## config.mk

```make
export PLATFORM = sky130hd
export DESIGN_NAME = alu_ctl_sequencer
export DESIGN_NICKNAME = d
export VERILOG_FILES = /design/src/rtl/alu_ctl_sequencer.sv
export SDC_FILE = /design/constraint.sdc
export NUM_CORES = 1
export LEC_CHECK = 0
export BUFFER_PORTS_ARGS = -buffer_cell sky130_fd_sc_hd__buf_2
export CORE_ASPECT_RATIO = 0.75
export CORE_MARGIN = 2
export CORE_UTILIZATION = 53
export DETAILED_ROUTE_END_ITERATION = 6
export HOLD_SLACK_MARGIN = 0.03
export PLACE_DENSITY = 0.9
export REMOVE_ABC_BUFFERS = 1
export SETUP_SLACK_MARGIN = 0.2
export SLEW_MARGIN = 10
export SYNTH_ARGS = -nofsm -noshare
export SYNTH_HDL_FRONTEND = slang
export SYNTH_SLANG_ARGS = --single-unit
```

## constraint.sdc

```tcl
create_clock -name clk -period 2.39 [get_ports clk]
set_input_delay 0.239 -clock clk [delete_from_list [all_inputs] [get_ports clk]]
set_output_delay 0.239 -clock clk [all_outputs]
set_load 0.03 [all_outputs]
```

## src/rtl/alu_ctl_sequencer.sv

```systemverilog
// rtl/alu_ctl_sequencer.sv - registered RISC-V ALU control decoder with valid/ready output and RV32M occupancy tracking
module alu_ctl_sequencer #(
    parameter int CTL_W    = 8,
    parameter int ENABLE_M = 1,
    parameter int MUL_LAT  = 3,
    parameter int DIV_LAT  = 32
) (
    input  logic             clk,
    input  logic             rst,
    input  logic             in_valid,
    output logic             in_ready,
    input  logic [6:0]       opcode,
    input  logic [2:0]       funct3,
    input  logic             funct7_b5,
    input  logic             funct7_b0,
    output logic             out_valid,
    input  logic             out_ready,
    output logic [CTL_W-1:0] alu_ctl,
    output logic             illegal,
    output logic             busy,
    output logic             mc_done
);

    typedef enum logic [1:0] {IDLE, HOLD, BUSY} state_t;

    localparam int MAX_LAT = (MUL_LAT > DIV_LAT) ? MUL_LAT : DIV_LAT;
    localparam int CNT_W   = $clog2(MAX_LAT + 1);
    localparam logic [CNT_W-1:0] MUL_LOAD = CNT_W'(MUL_LAT - 1);
    localparam logic [CNT_W-1:0] DIV_LOAD = CNT_W'(DIV_LAT - 1);

    state_t           state, state_d;
    logic [CTL_W-1:0] ctl_q;
    logic             ill_q;
    logic             mop_q;
    logic             div_q;
    logic [CNT_W-1:0] cnt;
    logic [7:0]       dec_ctl;
    logic             dec_ill;
    logic             dec_mop;
    logic             accept;
    logic             load_cnt;

    // Decode the instruction fields into the 8-bit control word
    always_comb begin
        dec_ctl = 8'h0F;
        dec_ill = 1'b0;
        dec_mop = 1'b0;
        case (opcode)
            7'b0110111, 7'b0010111: dec_ctl = 8'h02;
            7'b1101111, 7'b1100111: dec_ctl = 8'h0F;
            7'b1100011: begin
                case (funct3)
                    3'b000:  dec_ctl = 8'h16;
                    3'b001:  dec_ctl = 8'h26;
                    3'b100:  dec_ctl = 8'h36;
                    3'b101:  dec_ctl = 8'h46;
                    3'b110:  dec_ctl = 8'h56;
                    3'b111:  dec_ctl = 8'h66;
                    default: dec_ill = 1'b1;
                endcase
            end
            7'b0000011: begin
                case (funct3)
                    3'b000, 3'b001, 3'b010, 3'b100, 3'b101: dec_ctl = 8'h02;
                    default: dec_ill = 1'b1;
                endcase
            end
            7'b0100011: begin
                case (funct3)
                    3'b000, 3'b001, 3'b010: dec_ctl = 8'h02;
                    default: dec_ill = 1'b1;
                endcase
            end
            7'b0010011: begin
                case (funct3)
                    3'b000:         dec_ctl = 8'h02;
                    3'b001:         dec_ctl = 8'h05;
                    3'b010, 3'b011: dec_ctl = 8'h07;
                    3'b100:         dec_ctl = 8'h08;
                    3'b101:         dec_ctl = funct7_b5 ? 8'h04 : 8'h03;
                    3'b110:         dec_ctl = 8'h01;
                    default:        dec_ctl = 8'h00;
                endcase
            end
            7'b0110011: begin
                if (funct7_b0) begin
                    if (ENABLE_M != 0) begin
                        dec_ctl = {1'b1, 4'b0000, funct3};
                        dec_mop = 1'b1;
                    end else begin
                        dec_ill = 1'b1;
                    end
                end else begin
                    case (funct3)
                        3'b000:         dec_ctl = funct7_b5 ? 8'h06 : 8'h02;
                        3'b001:         dec_ctl = 8'h05;
                        3'b010, 3'b011: dec_ctl = 8'h07;
                        3'b100:         dec_ctl = 8'h08;
                        3'b101:         dec_ctl = funct7_b5 ? 8'h04 : 8'h03;
                        3'b110:         dec_ctl = 8'h01;
                        default:        dec_ctl = 8'h00;
                    endcase
                end
            end
            7'b1110011: begin
                case (funct3[1:0])
                    2'b01:   dec_ctl = 8'h09;
                    2'b10:   dec_ctl = 8'h0A;
                    2'b11:   dec_ctl = 8'h0B;
                    default: dec_ctl = 8'h0F;
                endcase
            end
            default: dec_ill = 1'b1;
        endcase
    end

    // Handshake, next state and status outputs
    always_comb begin
        state_d   = state;
        load_cnt  = 1'b0;
        in_ready  = (state == IDLE) || ((state == HOLD) && out_ready && !mop_q);
        accept    = in_valid && in_ready;
        out_valid = (state == HOLD);
        busy      = (state == BUSY);
        mc_done   = (state == BUSY) && (cnt == '0);
        case (state)
            IDLE: begin
                if (accept) state_d = HOLD;
            end
            HOLD: begin
                if (out_ready) begin
                    if (mop_q) begin
                        state_d  = BUSY;
                        load_cnt = 1'b1;
                    end else if (!accept) begin
                        state_d = IDLE;
                    end
                end
            end
            BUSY: begin
                if (cnt == '0) state_d = IDLE;
            end
            default: state_d = IDLE;
        endcase
    end

    // State register
    always_ff @(posedge clk or posedge rst) begin
        if (rst) state <= IDLE;
        else     state <= state_d;
    end

    // Capture the decoded word on every accepted instruction
    always_ff @(posedge clk or posedge rst) begin
        if (rst) begin
            ctl_q <= '0;
            ill_q <= 1'b0;
            mop_q <= 1'b0;
            div_q <= 1'b0;
        end else if (accept) begin
            ctl_q <= CTL_W'(dec_ctl);
            ill_q <= dec_ill;
            mop_q <= dec_mop;
            div_q <= funct3[2];
        end
    end

    // Multi-cycle occupancy counter: loads LAT-1 on issue, counts down to zero
    always_ff @(posedge clk or posedge rst) begin
        if (rst) begin
            cnt <= '0;
        end else if (load_cnt) begin
            cnt <= div_q ? DIV_LOAD : MUL_LOAD;
        end else if ((state == BUSY) && (cnt != '0)) begin
            cnt <= cnt - CNT_W'(1);
        end
    end

    assign alu_ctl = ctl_q;
    assign illegal = ill_q;

endmodule

```

==> results.yml, run 1 <==
pwr:
  power_frac_comb_pct: 27.1
  p_sw_share_pct: 32.85
  power_density_nw_per_um2: 503.8
  seqPwrFrac_pct: 51.3
  p_clk_share_pct: 21.6
  fin_total_pwr_w: 0.0007332
  ir_drop_mv: 0.2825
  p_int_w: 0.0004923
  cellLeakagePower_nw: 0.6339
  power_switching_w: 0.0002408
clock_network:
  cts_buffers: 3
  postCtsHoldBufs: 0
  cts_setup_buffers: 0
  clk_latency_ps: 300
  clock-sinks: 19
  cts_buffer_depth: 2
  ctsResizeCount: 0
  tritoncts: "yes"
  cts_root_buffer: "clkbuf_4"
  clk_pin_slew_ps: 110
  cts-htree-levels: 1
timing:
  hold_viol: 0
  worst_pin_slew_ps: 674.3
  setup_tns_ps: 0
  period_share_pct: 75.85
  finalMaxSlewViolations: 0
  period_needed_ps: 1813
  finalSetupViolCount: 0
  grt_setup_unrepaired: "false"
  slew_headroom_pct: 55.00
  max_freq_ghz: 0.5516
  skew_ps: 11.44
global_routing:
  antenna_found_initial: 0
  grt_usage_pct: 23.91
  grt-ovfl-total: 0
  grt_pass1_vias: 1103
  grt_max_degree: 20
  grt_pass1_wl_um: 4816
floorplanning:
  start_util_pct: 55.54
  die_h_um: 46.25
  rows: 15
  die_area_um2: 2790
  core_area_um2: 2271
  dieWidth_um: 60.33
  pin_count: 29
routing:
  viasPerCell: 5.933
  drt_iter0_drc: 86
  ant_nets: 0
  drc: 0
  vias: 1234
  wl_um: 2932
  wire_per_inst_um: 14.10
  dr.pass1.iters: 5
worst_setup_path:
  critPathCaptureType: "output pin"
  cpPeakStageDelay_ps: 480
  criticalPathCategory: "flip-flop to output pin"
  critPathArrivalTime_ps: 1570
  worst_path_max_delay_cell: "dfrtp_1"
  worst_ep_required_time_ps: 2150
  crit_family: "simple AND/OR/NAND/NOR gates"
  path_buf_inv: 1
  worst-path-max-fanout: 6
  worstPathCellList: "nor4_1 > and3_1 > buf_2"
  startpoint_type: "flip-flop"
final_layout:
  nNetsFinal: 193
  area_growth_pct: 15.38
  drive_gt1_share_pct: 21.84
  layoutNonFillerInstCount: 208
  n_antenna_cell: 0
worst_hold_path:
  min_path_type: "input pin to asynchronous set/reset pin"
logic_synthesis:
  yosysSeqAreaShare_pct: 37.70
  synth_top_cells_by_area: "dfrtp_1, nand2_1, nor2_1, a31oi_1, nand2b_1"
  yosys.area.top_type_share_pct: 37.70
  ys_warn_count: 0
  netlist_area_um2: 1261
  yosys_register_bits: 19
  synth.avg_cell_area_um2: 8.580
  synthArstFlopShare_pct: 100.0
  synth_top_area_cell: "dfrtp_1"
  synth_edf_count: 0
  synthFlopType: "dfrtp_1"
  netlist_instances: 147
  synth_cell_types: 47
placed_design:
  port_buffers: 28
  post-dp-hpwl_um: 2320
  dp_cells: 204
  gp_congestion: 0.9033
run:
  drv_cap: 0
status:
  status: "finished clean"
[layout by cell type, fill, tap and decap left out, types with 2 or more instances in the layout]
cell / instances
nor3b_1: 2
nor2_1: 13
inv_1: 6
nand3b_1: 3
a21oi_1: 7
nor2b_1: 6
o21a_1: 3
xor2_1: 2
o21ai_0: 5
nand2_1: 16
xnor2_1: 3
ha_1: 2
dfrtp_1: 19
o211ai_1: 5
a21o_1: 2
nand2b_1: 6
nor4_1: 2
and3_1: 2
a2bb2oi_1: 2
clkbuf_4: 3
buf_2: 28
o21ai_1: 5
a31oi_1: 6
[per-stage QoR]
step	worst slack (ps)	hold slack [ps]	utilization [%]	area, um2
floorplan	711.4	190.1	-	1237
global placement	691.8	366.3	62.87	1428
detailed placement	615.4	371.6	62.87	1428
CTS	591.9	43.03	64.08	1455
global route	490.5	77.06	64.08	1455
finish	577.1	21.27	64.08	1455
[worst paths after layout]
kind,cells after the start,to,slack [ps],from
max in group asynchronous,2,state[1],1930,rst
worst max register to register,6,cnt[0],590,cnt[0]
worst min register to register,1,state[0],480,state[1]
worst min-delay path,2,alu_ctl[7],20,rst
min in group clk,3,state[0],210,in_valid
worst max-delay path,3,mc_done,580,cnt[5]
[cell families (layout without fill, tap and decap cells)]
group	Yosys count	after routing	share of synthesized area [%]
AOI/OAI and AO/OA	48	48	26.49
adders and majority gates	2	2	1.984
and+or+nand+nor	59	59	25.60
xor gates and xnor gates	5	5	3.473
muxes	1	1	0.7937
buffers and inverters	13	40	3.968
DFF	19	19	37.70
[sequential cells by signal, summed over array words and instances (netlist names)]
register and flops:
div_q 1, cnt 6, mop_q 1, alu_ctl 8, illegal 1, state 2
[power groups by stage]
| stage | registers (W) | clock network, W | logic [W] |
|---|---|---|---|
| finish | 0.000376 | 0.000158 | 0.000199 |
| global route | 0.000379 | 0.000172 | 0.000225 |
| CTS | 0.000376 | 0.000161 | 0.000198 |
| detailed placement | 0.000382 | 0 | 0.000197 |
| global placement | 0.000379 | 0 | 0.000188 |
| floorplan | 0.000384 | 0 | 0.000126 |
[cells in the mapped netlist, types with 2 or more instances]
master,count
ha_1,2
and3_1,2
nand2_1,16
a31oi_1,6
o211ai_1,5
dfrtp_1,19
xor2_1,2
nor2b_1,6
nor3b_1,2
o21ai_1,5
o21ai_0,5
nor4_1,2
o21a_1,3
nand3b_1,3
xnor2_1,3
nor2_1,13
a21o_1,2
a21oi_1,7
a2bb2oi_1,2
clkbuf_1,5
inv_1,6
nand2b_1,6
[per-layer routing]
metal  up-vias  track usage [%]  routed length, um
met5         -                0                  0
met1       584            32.86               1339
met4         0            8.444                 46
met3         6            7.303                183
met2        53            35.87               1363
li1        591                -                  -
[layout make-up]
type,instances,area (um2)
Clock inverter,1,5.005
Tap cell,34,42.54
Sequential cell,19,475.5
Clock buffer,3,22.52
Timing Repair Buffer,29,147.6
Inverter,7,26.28
Fill cell,200,815.8
Multi-Input combinational cell,115,735.7
Power figures use the tool's default switching activity.
==> run 2, diff against run 1 <==
--- a/config.mk
+++ b/config.mk
@@ -8,10 +8,10 @@
 export BUFFER_PORTS_ARGS = -buffer_cell sky130_fd_sc_hd__buf_2
 export CORE_ASPECT_RATIO = 0.75
 export CORE_MARGIN = 2
-export CORE_UTILIZATION = 53
+export CORE_UTILIZATION = 48
 export DETAILED_ROUTE_END_ITERATION = 6
 export HOLD_SLACK_MARGIN = 0.03
-export PLACE_DENSITY = 0.9
+export PLACE_DENSITY = 0.86
 export REMOVE_ABC_BUFFERS = 1
 export SETUP_SLACK_MARGIN = 0.2
 export SLEW_MARGIN = 10
==> constraint.sdc (replaced) <==
create_clock -name clk -period 1.55 [get_ports clk]
set_input_delay 0.155 -clock clk [delete_from_list [all_inputs] [get_ports clk]]
set_output_delay 0.155 -clock clk [all_outputs]
set_load 0.03 [all_outputs]
==> results.yml, run 2 (synthesis results as in run 1) <==
clock_network:
  cts-htree-levels: 1
  cts_buffer_depth: 2
  tritoncts: "yes"
  clk_latency_ps: 310
  cts_buffers: 3
  clk_pin_slew_ps: 120
  clock-sinks: 19
  cts_root_buffer: "clkbuf_4"
pwr:
  p_sw_share_pct: 34.79
  cellLeakagePower_nw: 0.7586
  p_clk_share_pct: 18.5
  p_int_w: 0.0009292
  power_switching_w: 0.0004958
  power_frac_comb_pct: 40.6
  power_density_nw_per_um2: 810.6
  seqPwrFrac_pct: 40.9
  ir_drop_mv: 0.6719
floorplanning:
  die_h_um: 48.39
  pin_count: 29
  dieWidth_um: 63.19
  core_area_um2: 2562
  die_area_um2: 3058
  rows: 16
  start_util_pct: 49.22
worst_setup_path:
  critPathCaptureType: "flip-flop"
  startpoint_type: "flip-flop"
  critPathArrivalTime_ps: 1990
  worst-path-max-fanout: 4
  criticalPathCategory: "flip-flop to flip-flop"
  worst_ep_required_time_ps: 1750
final_layout:
  nNetsFinal: 217
  n_antenna_cell: 0
  largest_register_ffs: 8
  drive_gt1_share_pct: 36.87
  nFillCells: 216
  register_area_um2: 476.7
  area_growth_pct: 39.39
  layout_common_cells: "buf_2, buf_4, dfrtp_1"
  layoutNonFillerInstCount: 234
  final_common_cell: "buf_2"
  utilization_pct: 68.60
  multi_input_area_um2: 828.3
timing:
  grt_setup_unrepaired: "true"
  setup_tns_ps: -1076
  period_share_pct: 116.0
  skew_ps: 7.791
  finalWorstSetupSlack_ps: -247.2
  finalMaxSlewViolations: 0
  hold_viol: 0
  slew_headroom_pct: 75.89
  worst_pin_slew_ps: 352.5
  finalSetupViolCount: 7
  period_needed_ps: 1797
  max_freq_ghz: 0.5564
  hold_ws_ps: 141.0
routing:
  dr.pass1.iters: 4
  wire_per_inst_um: 16.00
  ant_nets: 0
  wl_um: 3743
  viasPerCell: 5.885
  vias: 1377
  drt_iter0_drc: 109
  drc: 0
placed_design:
  dp_cells: 219
  gp_congestion: 0.9880
  dp_slack_ps: -207.4
  port_buffers: 28
  post-dp-hpwl_um: 2403
status:
  violations: "setup timing"
  status: "complete, but fails checks"
global_routing:
  grt-ovfl-total: 0
  grt_pass1_wl_um: 5892
  grt_max_degree: 20
  grt_usage_pct: 24.55
  antenna_found_initial: 0
  grt_pass1_vias: 1283
worst_hold_path:
  min_path_type: "input pin to flip-flop"
run:
  drv_cap: 0
## run 2: final cells by class
class                      count  share of cell area (%)
inverter                       7                   1.495
multi-input combinational    115                   47.12
clock inverter                 1                  0.2847
timing repair buffer          53                   20.14
sequential                    19                   27.12
tap                           36                   2.562
clock buffer                   3                   1.281
## run 2: what timing repair did
action	4_1_cts	5_1_grt
hold buffers	1	0
pin swaps	10	10
buffers inserted	5	5
resized for setup	18	8
hold endpoints to repair	19	0
setup endpoints to repair	20	22
## run 2: path summary, 6_finish.rpt
path	from	depth (start not counted)	slack, ps	end
setup / recovery	cnt[0]	6	-250	cnt[3]
hold / removal	in_valid	3	140	state[0]
setup reg to reg	cnt[0]	6	-250	cnt[3]
hold reg to reg	div_q	2	490	div_q
max in group asynchronous	rst	4	940	cnt[5]
min in group asynchronous	rst	4	390	alu_ctl[4]
## run 2: critical path, cell delays in order (launching register included)
cell      delay [ps]
dfrtp_1          420
inv_2            100
ha_4             140
or4b_4           500
o211ai_1         240
xor2_1           210
a21oi_1           90
## run 2: stage by stage
stage,area [um2],power (W)
floorplan,1237,0.0007860
global route,1758,0.001496
global placement,1528,0.0009419
CTS,1685,0.001323
finish,1758,0.001425
detailed placement,1528,0.0009608
## run 2: metal layers
layer	wire length, um	part of all wire [%]	track usage [%]	up-vias
li1	-	-	-	642
met1	1511	40	30.78	651
met5	0	0	0	-
met3	273	7.3	3.953	15
met2	1838	49	41.84	69
met4	119	3.2	11.23	0
## run 2: power groups by stage
stage / Clock [W] / Combinational, W / Sequential (W)
global placement: 0 / 0.000364 / 0.000578
CTS: 0.000270 / 0.000477 / 0.000576
detailed placement: 0 / 0.000379 / 0.000582
global route: 0.000291 / 0.000616 / 0.000589
finish: 0.000263 / 0.000579 / 0.000583
floorplan: 0 / 0.000194 / 0.000592
==> run 3, diff against run 2 <==
--- a/config.mk
+++ b/config.mk
@@ -5,13 +5,14 @@
 export SDC_FILE = /design/constraint.sdc
 export NUM_CORES = 1
 export LEC_CHECK = 0
-export BUFFER_PORTS_ARGS = -buffer_cell sky130_fd_sc_hd__buf_2
 export CORE_ASPECT_RATIO = 0.75
 export CORE_MARGIN = 2
-export CORE_UTILIZATION = 48
+export CORE_UTILIZATION = 56
 export DETAILED_ROUTE_END_ITERATION = 6
+export DONT_BUFFER_PORTS = 1
 export HOLD_SLACK_MARGIN = 0.03
-export PLACE_DENSITY = 0.86
+export MAX_ROUTING_LAYER = met4
+export PLACE_DENSITY = 0.85
 export REMOVE_ABC_BUFFERS = 1
 export SETUP_SLACK_MARGIN = 0.2
 export SLEW_MARGIN = 10
==> results.yml, run 3 (synthesis results as in run 1) <==
status:
  status: "complete, but fails checks"
  violations: "DRC, setup timing"
clock_network:
  clock-sinks: 19
  tritoncts: "yes"
  cts_root_buffer: "clkbuf_4"
  cts-htree-levels: 1
  cts_buffers: 3
  clk_pin_slew_ps: 120
  clk_latency_ps: 320
  cts_buffer_depth: 2
worst_setup_path:
  criticalPathCategory: "flip-flop to flip-flop"
  rr_startpoint: "cnt[0]"
  critPathCaptureType: "flip-flop"
  worst_ep_required_time_ps: 1750
  r2r_slack_ps: -250
  critPathArrivalTime_ps: 2000
  startpoint_type: "flip-flop"
  r2r_end: "cnt[2]"
  worst-path-max-fanout: 4
  ff2ff_path_depth: 6
global_routing:
  antenna_found_initial: 0
  grt_usage_pct: 29.39
  grt_max_degree: 20
  grt-ovfl-total: 0
  grt_pass1_vias: 1225
  grt_pass1_wl_um: 5506
timing:
  slew_headroom_pct: 52.96
  grt_setup_unrepaired: "true"
  finalSetupViolCount: 8
  period_share_pct: 116.1
  hold_viol: 0
  skew_ps: 12.30
  setup_tns_ps: -1039
  finalMaxSlewViolations: 0
  finalWorstSetupSlack_ps: -250.3
  max_freq_ghz: 0.5555
  period_needed_ps: 1800
  worst_pin_slew_ps: 704.9
routing:
  wl_um: 3792
  dr.pass1.iters: 6
  vias: 1344
  drc: 3
  drt_iter0_drc: 109
  wire_per_inst_um: 19.25
  viasPerCell: 6.822
  ant_nets: 0
floorplanning:
  die_area_um2: 2652
  start_util_pct: 61.02
  die_h_um: 45.10
  core_area_um2: 2067
  rows: 14
  dieWidth_um: 58.80
  pin_count: 29
pwr:
  power_frac_comb_pct: 35.6
  p_int_w: 0.0008915
  p_clk_share_pct: 19.7
  p_sw_share_pct: 32.98
  seqPwrFrac_pct: 44.6
  cellLeakagePower_nw: 0.6597
  power_density_nw_per_um2: 817.8
  ir_drop_mv: 0.5232
  power_switching_w: 0.0004387
worst_hold_path:
  min_path_type: "input pin to flip-flop"
  min_to: "illegal"
  whs_path_depth: 2
  min_from: "opcode[2]"
placed_design:
  gp_congestion: 0.9485
  place_area_um2: 1373
  port_buffers: 0
  post-dp-hpwl_um: 2245
run:
  drv_cap: 0
final_layout:
  final_common_cell: "buf_4"
  layout_common_cells: "buf_4, dfrtp_1, nand2_1"
  drive_gt1_share_pct: 26.59
  nNetsFinal: 192
  area_growth_pct: 28.97
  n_antenna_cell: 0
  largest_register_ffs: 8
  design_area_um2: 1627
-- run 3: critical path: stages, from the launching register on --
cell and delay (ps):
dfrtp_1 400, inv_2 80, ha_4 130, or4b_4 490, o211ai_1 290, xor2_1 200, a21oi_1 90
-- run 3: power by group through the flow --
stage	clock [W]	sequential (W)	combinational, W
finish	0.000262	0.000594	0.000474
global route	0.000284	0.000597	0.000515
CTS	0.000258	0.000590	0.000403
detailed placement	0	0.000596	0.000304
global placement	0	0.000592	0.000288
floorplan	0	0.000592	0.000194
-- run 3: worst max path at each step --
stage | from | endpoint | slack [ps] | cells past startpoint
after global routing | cnt[0] | cnt[2] | -300 | 6
after floorplan | state[0] | cnt[4] | -130 | 4
after detailed placement | cnt[1] | cnt[2] | -160 | 6
final | cnt[0] | cnt[2] | -250 | 6
after global placement | cnt[1] | cnt[3] | -90 | 6
after CTS | cnt[0] | cnt[2] | -120 | 6
-- run 3: layout make-up --
| cell class | count | area (um2) |
|---|---|---|
| Clock buffer | 3 | 22.52 |
| Clock inverter | 1 | 5.005 |
| Tap cell | 24 | 30.03 |
| Fill cell | 128 | 440.4 |
| Sequential cell | 19 | 476.7 |
| Inverter | 7 | 26.28 |
| Multi-Input combinational cell | 115 | 828.3 |
| Timing Repair Buffer | 28 | 237.7 |
-- run 3: metrics by stage --
step | setup slack [ps] | total power (W) | hold WS (ps) | cells | util (%)
global placement | -94.28 | 0.0008795 | 173.8 | 179 | 66.40
detailed placement | -163.3 | 0.0008999 | 188.3 | 179 | 66.40
finish | -250.3 | 0.001330 | 43.38 | 197 | 78.69
CTS | -116.9 | 0.001251 | 39.17 | 192 | 74.88
floorplan | -128.6 | 0.0007860 | 106.1 | 141 | -
global route | -304.9 | 0.001396 | 53.58 | 197 | 78.69
-- run 3: timing repair --
action                                  in CTS  in global routing
endpoints found under the setup margin      18                 21
gates resized for setup                     17                  7
pin swaps                                   11                  7
buffers inserted                             5                  4
hold buffers                                 4                  1
hold endpoints to repair                    23                  1
-- run 3: layer usage --
metal / track usage [%] / wire length (um)
met2: 39.56 / 1707
met3: 8.309 / 402
met5: - / 0
met1: 41.39 / 1521
met4: 12.27 / 161
